## src/rtl/seven_seg_pkg.sv

```systemverilog
// Shared types and constants for the seven-segment scan controller.
package seven_seg_pkg;

    typedef enum logic {
        BLANK = 1'b0,
        DRIVE = 1'b1
    } state_t;

    localparam logic [6:0] SEG_OFF = 7'h7F;
    localparam logic [7:0] AN_OFF  = 8'hFF;

    // Active-low {g,f,e,d,c,b,a} patterns, entry 15 first so SEG_TABLE[n] is hex digit n.
    localparam logic [15:0][6:0] SEG_TABLE = {
        7'h0E, 7'h06, 7'h21, 7'h46, 7'h03, 7'h08, 7'h10, 7'h00,
        7'h78, 7'h02, 7'h12, 7'h19, 7'h30, 7'h24, 7'h79, 7'h40
    };

endpackage

```

## src/rtl/seven_seg_hex_decode.sv

```systemverilog
// Combinational hex digit to active-low seven-segment decoder.
module seven_seg_hex_decode
    import seven_seg_pkg::*;
(
    input  logic [3:0] digit,
    output logic [6:0] seg
);

    assign seg = SEG_TABLE[digit];

endmodule

```

## src/rtl/seven_seg_scan_ctrl.sv

```systemverilog
// Eight-digit multiplexed seven-segment scanner with blanking gaps,
// leading-zero suppression and frame-synchronous double-buffered update.
module seven_seg_scan_ctrl
    import seven_seg_pkg::*;
#(
    parameter int DRIVE_CYCLES = 50000,
    parameter int BLANK_CYCLES = 1000
) (
    input  logic        clk,
    input  logic        rst,
    input  logic [31:0] digits,
    input  logic [7:0]  dp_in,
    input  logic [7:0]  digit_en,
    input  logic        blank_lz,
    input  logic        upd_req,
    output logic        upd_ack,
    output logic [6:0]  seg,
    output logic        dp,
    output logic [7:0]  an,
    output logic        frame_tick
);

    localparam int MAX_CYC = (DRIVE_CYCLES > BLANK_CYCLES) ? DRIVE_CYCLES : BLANK_CYCLES;
    localparam int CNT_W   = (MAX_CYC > 1) ? $clog2(MAX_CYC) : 1;
    localparam logic [CNT_W-1:0] BLANK_LAST = CNT_W'(BLANK_CYCLES - 1);
    localparam logic [CNT_W-1:0] DRIVE_LAST = CNT_W'(DRIVE_CYCLES - 1);

    state_t           state, state_nxt;
    logic [CNT_W-1:0] cnt;
    logic [2:0]       idx;

    logic [31:0] digits_sh;
    logic [7:0]  dp_sh;
    logic [7:0]  en_sh;
    logic        blz_sh;

    logic        blank_done, drive_done, boundary;
    logic [7:0]  lz_mask;
    logic        zero_run;
    logic [3:0]  sel_digit;
    logic [6:0]  seg_dec;
    logic        lit;
    logic [7:0]  an_nxt;
    logic [6:0]  seg_nxt;
    logic        dp_nxt;

    assign blank_done = (state == BLANK) && (cnt == BLANK_LAST);
    assign drive_done = (state == DRIVE) && (cnt == DRIVE_LAST);
    assign boundary   = blank_done && (idx == 3'd0);

    always_ff @(posedge clk) begin
        if (rst) state <= BLANK;
        else     state <= state_nxt;
    end

    always_comb begin
        state_nxt = state;
        if (blank_done)      state_nxt = DRIVE;
        else if (drive_done) state_nxt = BLANK;
    end

    always_ff @(posedge clk) begin
        if (rst) begin
            cnt <= '0;
            idx <= '0;
        end else if (blank_done || drive_done) begin
            cnt <= '0;
            if (drive_done) idx <= idx + 3'd1;
        end else begin
            cnt <= cnt + CNT_W'(1);
        end
    end

    // Shadow copy only changes at the frame boundary, so a frame never mixes old and new data.
    always_ff @(posedge clk) begin
        if (rst) begin
            digits_sh <= '0;
            dp_sh     <= '0;
            en_sh     <= '0;
            blz_sh    <= 1'b0;
        end else if (boundary && upd_req) begin
            digits_sh <= digits;
            dp_sh     <= dp_in;
            en_sh     <= digit_en;
            blz_sh    <= blank_lz;
        end
    end

    // A digit is a leading zero when it and every digit to its left are zero; digit 0 is exempt.
    always_comb begin
        lz_mask  = '0;
        zero_run = blz_sh;
        for (int i = 7; i >= 1; i--) begin
            zero_run   = zero_run && (digits_sh[4*i +: 4] == 4'h0);
            lz_mask[i] = zero_run;
        end
    end

    assign sel_digit = digits_sh[{idx, 2'b00} +: 4];

    seven_seg_hex_decode u_decode (
        .digit (sel_digit),
        .seg   (seg_dec)
    );

    assign lit = en_sh[idx] && !lz_mask[idx];

    always_comb begin
        an_nxt  = AN_OFF;
        seg_nxt = SEG_OFF;
        dp_nxt  = 1'b1;
        if (state == DRIVE) begin
            if (lit) begin
                an_nxt[idx] = 1'b0;
                seg_nxt     = seg_dec;
            end
            if (en_sh[idx]) dp_nxt = ~dp_sh[idx];
        end
    end

    // Output register stage: pins follow the state one clock later.
    always_ff @(posedge clk) begin
        if (rst) begin
            an         <= AN_OFF;
            seg        <= SEG_OFF;
            dp         <= 1'b1;
            frame_tick <= 1'b0;
            upd_ack    <= 1'b0;
        end else begin
            an         <= an_nxt;
            seg        <= seg_nxt;
            dp         <= dp_nxt;
            frame_tick <= boundary;
            upd_ack    <= boundary && upd_req;
        end
    end

endmodule

```

## config.mk

```make
export PLATFORM = sky130hd
export DESIGN_NAME = seven_seg_scan_ctrl
export DESIGN_NICKNAME = d
export VERILOG_FILES = /design/src/rtl/seven_seg_pkg.sv /design/src/rtl/seven_seg_hex_decode.sv /design/src/rtl/seven_seg_scan_ctrl.sv
export SDC_FILE = /design/constraint.sdc
export NUM_CORES = 1
export LEC_CHECK = 0
export CAP_MARGIN = 20
export CORE_MARGIN = 8
export CORE_UTILIZATION = 52
export CTS_CLUSTER_SIZE = 28
export DETAILED_ROUTE_END_ITERATION = 10
export PLACE_DENSITY = 0.79
export SLEW_MARGIN = 20
export SYNTH_ARGS = -nofsm -noshare
export SYNTH_HDL_FRONTEND = slang
export SYNTH_SLANG_ARGS = --single-unit
```

## constraint.sdc

```tcl
create_clock -name clk -period 4.3 [get_ports clk]
set_clock_uncertainty 0.15 [all_clocks]
set_input_delay 0.86 -clock clk [delete_from_list [all_inputs] [get_ports clk]]
set_output_delay 0.86 -clock clk [all_outputs]
set_load 0.05 [all_outputs]
```

==> flow_metrics.py <==
metrics = {
    "outcome": {
        "status": "finished clean",
    },
    "worst_setup_path": {
        "reg2reg_to": "seg[3]",
        "slowest_stage": "dfxtp_1",
        "crit_fanout": 17,
        "path_cells": "mux4_2, mux2i_1, inv_1, ha_1, inv_1, nor2_1, a2111oi_0, o21ai_0",
        "crit_type": "register to register",
        "critical_path_arrival_ns": 3.43,
        "reg2reg_slack_ns": 0.94,
        "worstReg2RegStart": "idx[0]",
        "critPathMaxStageDelay_ns": 0.90,
        "rr_worst_depth": 8,
        "start_kind": "register",
        "cp-end-kind": "register",
        "cp.required_ns": 4.37,
        "critPathMostFrequentCell": "inv_1",
    },
    "sta": {
        "tns_ns": 0,
        "period_minus_slack_ns": 3.36,
        "setup_ws_ns": 0.945,
        "setup_viol_count_final": 0,
        "hold_ws_ns": 0.307,
        "tightest_slew_ns": 0.985,
        "maxSlewHeadroom": 0.343,
        "rsz0062_at_grt": "false",
        "finalCritPeriodShare": 0.780,
        "slew_viol_final": 0,
        "fmaxAchievable_mhz": 298,
        "hold_viol": 0,
    },
    "clock_tree": {
        "clk_pin_slew_ns": 0.08,
        "cts-root-buf": "clkbuf_8",
        "ctsHoldBuffers": 0,
        "clock_path_buffers": 2,
        "htree_levels": 3,
        "cts_resized": 0,
        "cts_tree": "built",
        "clkLatencyLatePin_ns": 0.35,
        "cts_made_buffers": 9,
        "clock-sinks": 87,
        "cts_setup_buffers": 0,
    },
    "pwr": {
        "cellPowerDensity_mw_per_mm2": 311,
        "p_leak_nw": 2.06,
        "vdd.ir_drop.worst_uv": 200,
        "power.total_w": 0.00149,
    },
    "yosys": {
        "synth_nets": 458,
        "synth_async_sr_flop_share": 0,
        "syn_area_mm2": 0.00384,
        "netlist_top_cells_count": "87 x dfxtp_1, 84 x nor2_1, 66 x mux2i_1, 15 x nand3_1, 14 x nand2_1",
        "synth.most_common_cell": "dfxtp_1",
        "yosys_warnings": 0,
        "ys_seq_area_frac": 0.453,
        "synth_area_leader_cell": "dfxtp_1",
        "synth_cells": 397,
        "synth_edf_count": 0,
        "ys_seq_elements": 87,
        "synth-main-ff-cell": "dfxtp_1",
        "syn_area_per_cell_um2": 9.68,
        "synthDistinctLibCells": 41,
        "synth_top_area_share": 0.453,
        "synthTopCellsByArea": "dfxtp_1 45%, mux2i_1 17%, nor2_1 8.2%, mux4_2 4.1%, ha_1 2.9%",
    },
    "hold_path": {
        "hold_end": "cnt[0]",
        "min_path_cells": 1,
        "min-delay-start": "cnt[0]",
        "holdCritPathClass": "register to register",
    },
    "cells_and_area": {
        "area_growth_pct": 24.6,
        "drive_gt1_frac": 0.0649,
        "fin_nets": 518,
        "diodes": 0,
    },
    "placement": {
        "place_congestion": 0.893,
        "dp_hpwl_mm": 6.11,
        "dpl_worst_slack_ns": 1.00,
        "numPortBuffers": 69,
    },
    "routing": {
        "drt_iter0_markers": 178,
        "wl_per_cell_um": 14.8,
        "vias": 2983,
        "wl_mm": 8.31,
        "routed_via_density": 5.32,
        "first_pass_iters": 4,
        "remaining_drc_errors": 0,
        "detail-route-antenna-nets": 0,
    },
    "die": {
        "die_w_um": 102,
        "io_pins": 70,
        "core_area_mm2": 0.00721,
        "die_area_mm2": 0.0104,
        "fp.dieH_um": 102,
        "start_util": 0.533,
        "num_rows": 31,
    },
    "global_route": {
        "grt-ovfl-total": 0,
        "track_usage": 0.169,
        "antenna_found_initial": 0,
        "grt_pass1_wl_mm": 14.0,
        "grt_start_max_net_pins": 58,
        "grt_pass1_vias": 2927,
    },
    "flow_run": {
        "cap_violations": 0,
    },
}
==> power by group <==
| part | total (W) | internal (W) | switching (W) | leakage, nW |
|---|---|---|---|---|
| clock | 0.000615 | 0.000331 | 0.000284 | 0.104 |
| sequential | 0.000809 | 0.000807 | 0.00000201 | 0.702 |
| combinational | 0.0000644 | 0.0000436 | 0.0000208 | 1.25 |
==> cells in the final DEF (no fill, tap or decap), types with 2 or more instances in the layout <==
cell             netlist  final
nor4_1                11     11
nand4_1                5      5
nor2_1                84     84
mux2i_1               66     66
xnor2_1                7      7
ha_1                   9      9
mux4_2                 7      7
a21oi_1                7      7
dfxtp_1               87     87
nand2_1               14     14
o21ai_0                5      5
xor2_1                 9      9
nand3_1               15     15
clkinvlp_4             0      2
bufinv_16              0      2
o211ai_1               2      2
and3_1                 3      3
inv_6                  0      2
or3_1                  3      3
clkbuf_8               0      9
o22ai_1                2      2
o221ai_1               3      3
nor3_1                 6      6
inv_1                  9      9
and2_1                 2      2
clkdlybuf4s50_1        0     68
nor2b_1                4      4
buf_4                  0      2
==> critical path, delay by kind of cell, from the launching register on <==
kind                     cells  cell delay, ns
AO/OA/AOI/OAI                2            0.59
buffers and inverters        2            0.24
adder cells (fa/ha/maj)      1            0.23
flip-flops                   1            0.90
AND/OR/NAND/NOR              1            0.06
multiplexers                 2            1.06
==> state kept, by name (all words and copies together), names as in the netlist <==
signal and cells:
digits_sh 32, en_sh 8, frame_tick 1, an 8, blz_sh 1, state 1
cnt 16, seg 7, dp 1, dp_sh 8, upd_ack 1, idx 3
==> cell type report <==
cell class	count	area (um^2)
fill	587	2420
sequential	87	1740
tap	99	124
multi-input combinational	279	1970
timing repair buffer	71	701
clock buffer	10	128
clock inverter	6	92.6
inverter	9	33.8
==> how the worst max path moves through the flow <==
stage,startpoint,to,slack (ns),cells after the start
5_1_grt,idx[0],seg[3],0.73,8
6_report,idx[0],seg[3],0.94,8
3_3_place_gp,idx[0],seg[3],1.10,8
4_1_cts,idx[0],seg[3],0.98,8
2_1_floorplan,idx[0],seg[3],1.30,10
3_5_place_dp,idx[0],seg[3],1.00,8
==> cell families after synthesis <==
group                    synth area share
AO/OA/AOI/OAI                      0.0504
XOR/XNOR                           0.0364
adder cells (fa/ha/maj)            0.0293
buffers and inverters              0.0358
flip-flops                          0.453
multiplexers                        0.216
AND/OR/NAND/NOR                     0.179
==> per-stage QoR <==
step	instance area, um^2	util	instances
after floorplan	3840	-	397
after global placement	4570	0.633	545
after detailed placement	4570	0.633	545
after CTS	4790	0.664	561
after global routing	4790	0.664	561
final	4790	0.664	561
==> per-layer routing <==
layer	up-vias	part of all wire	track usage
met2	70	0.50	0.285
met3	15	0.049	0.0429
li1	1507	-	-
met5	-	0	0
met1	1391	0.44	0.200
met4	0	0.017	0.0632
Note: power is estimated with default switching activity, not from simulation.
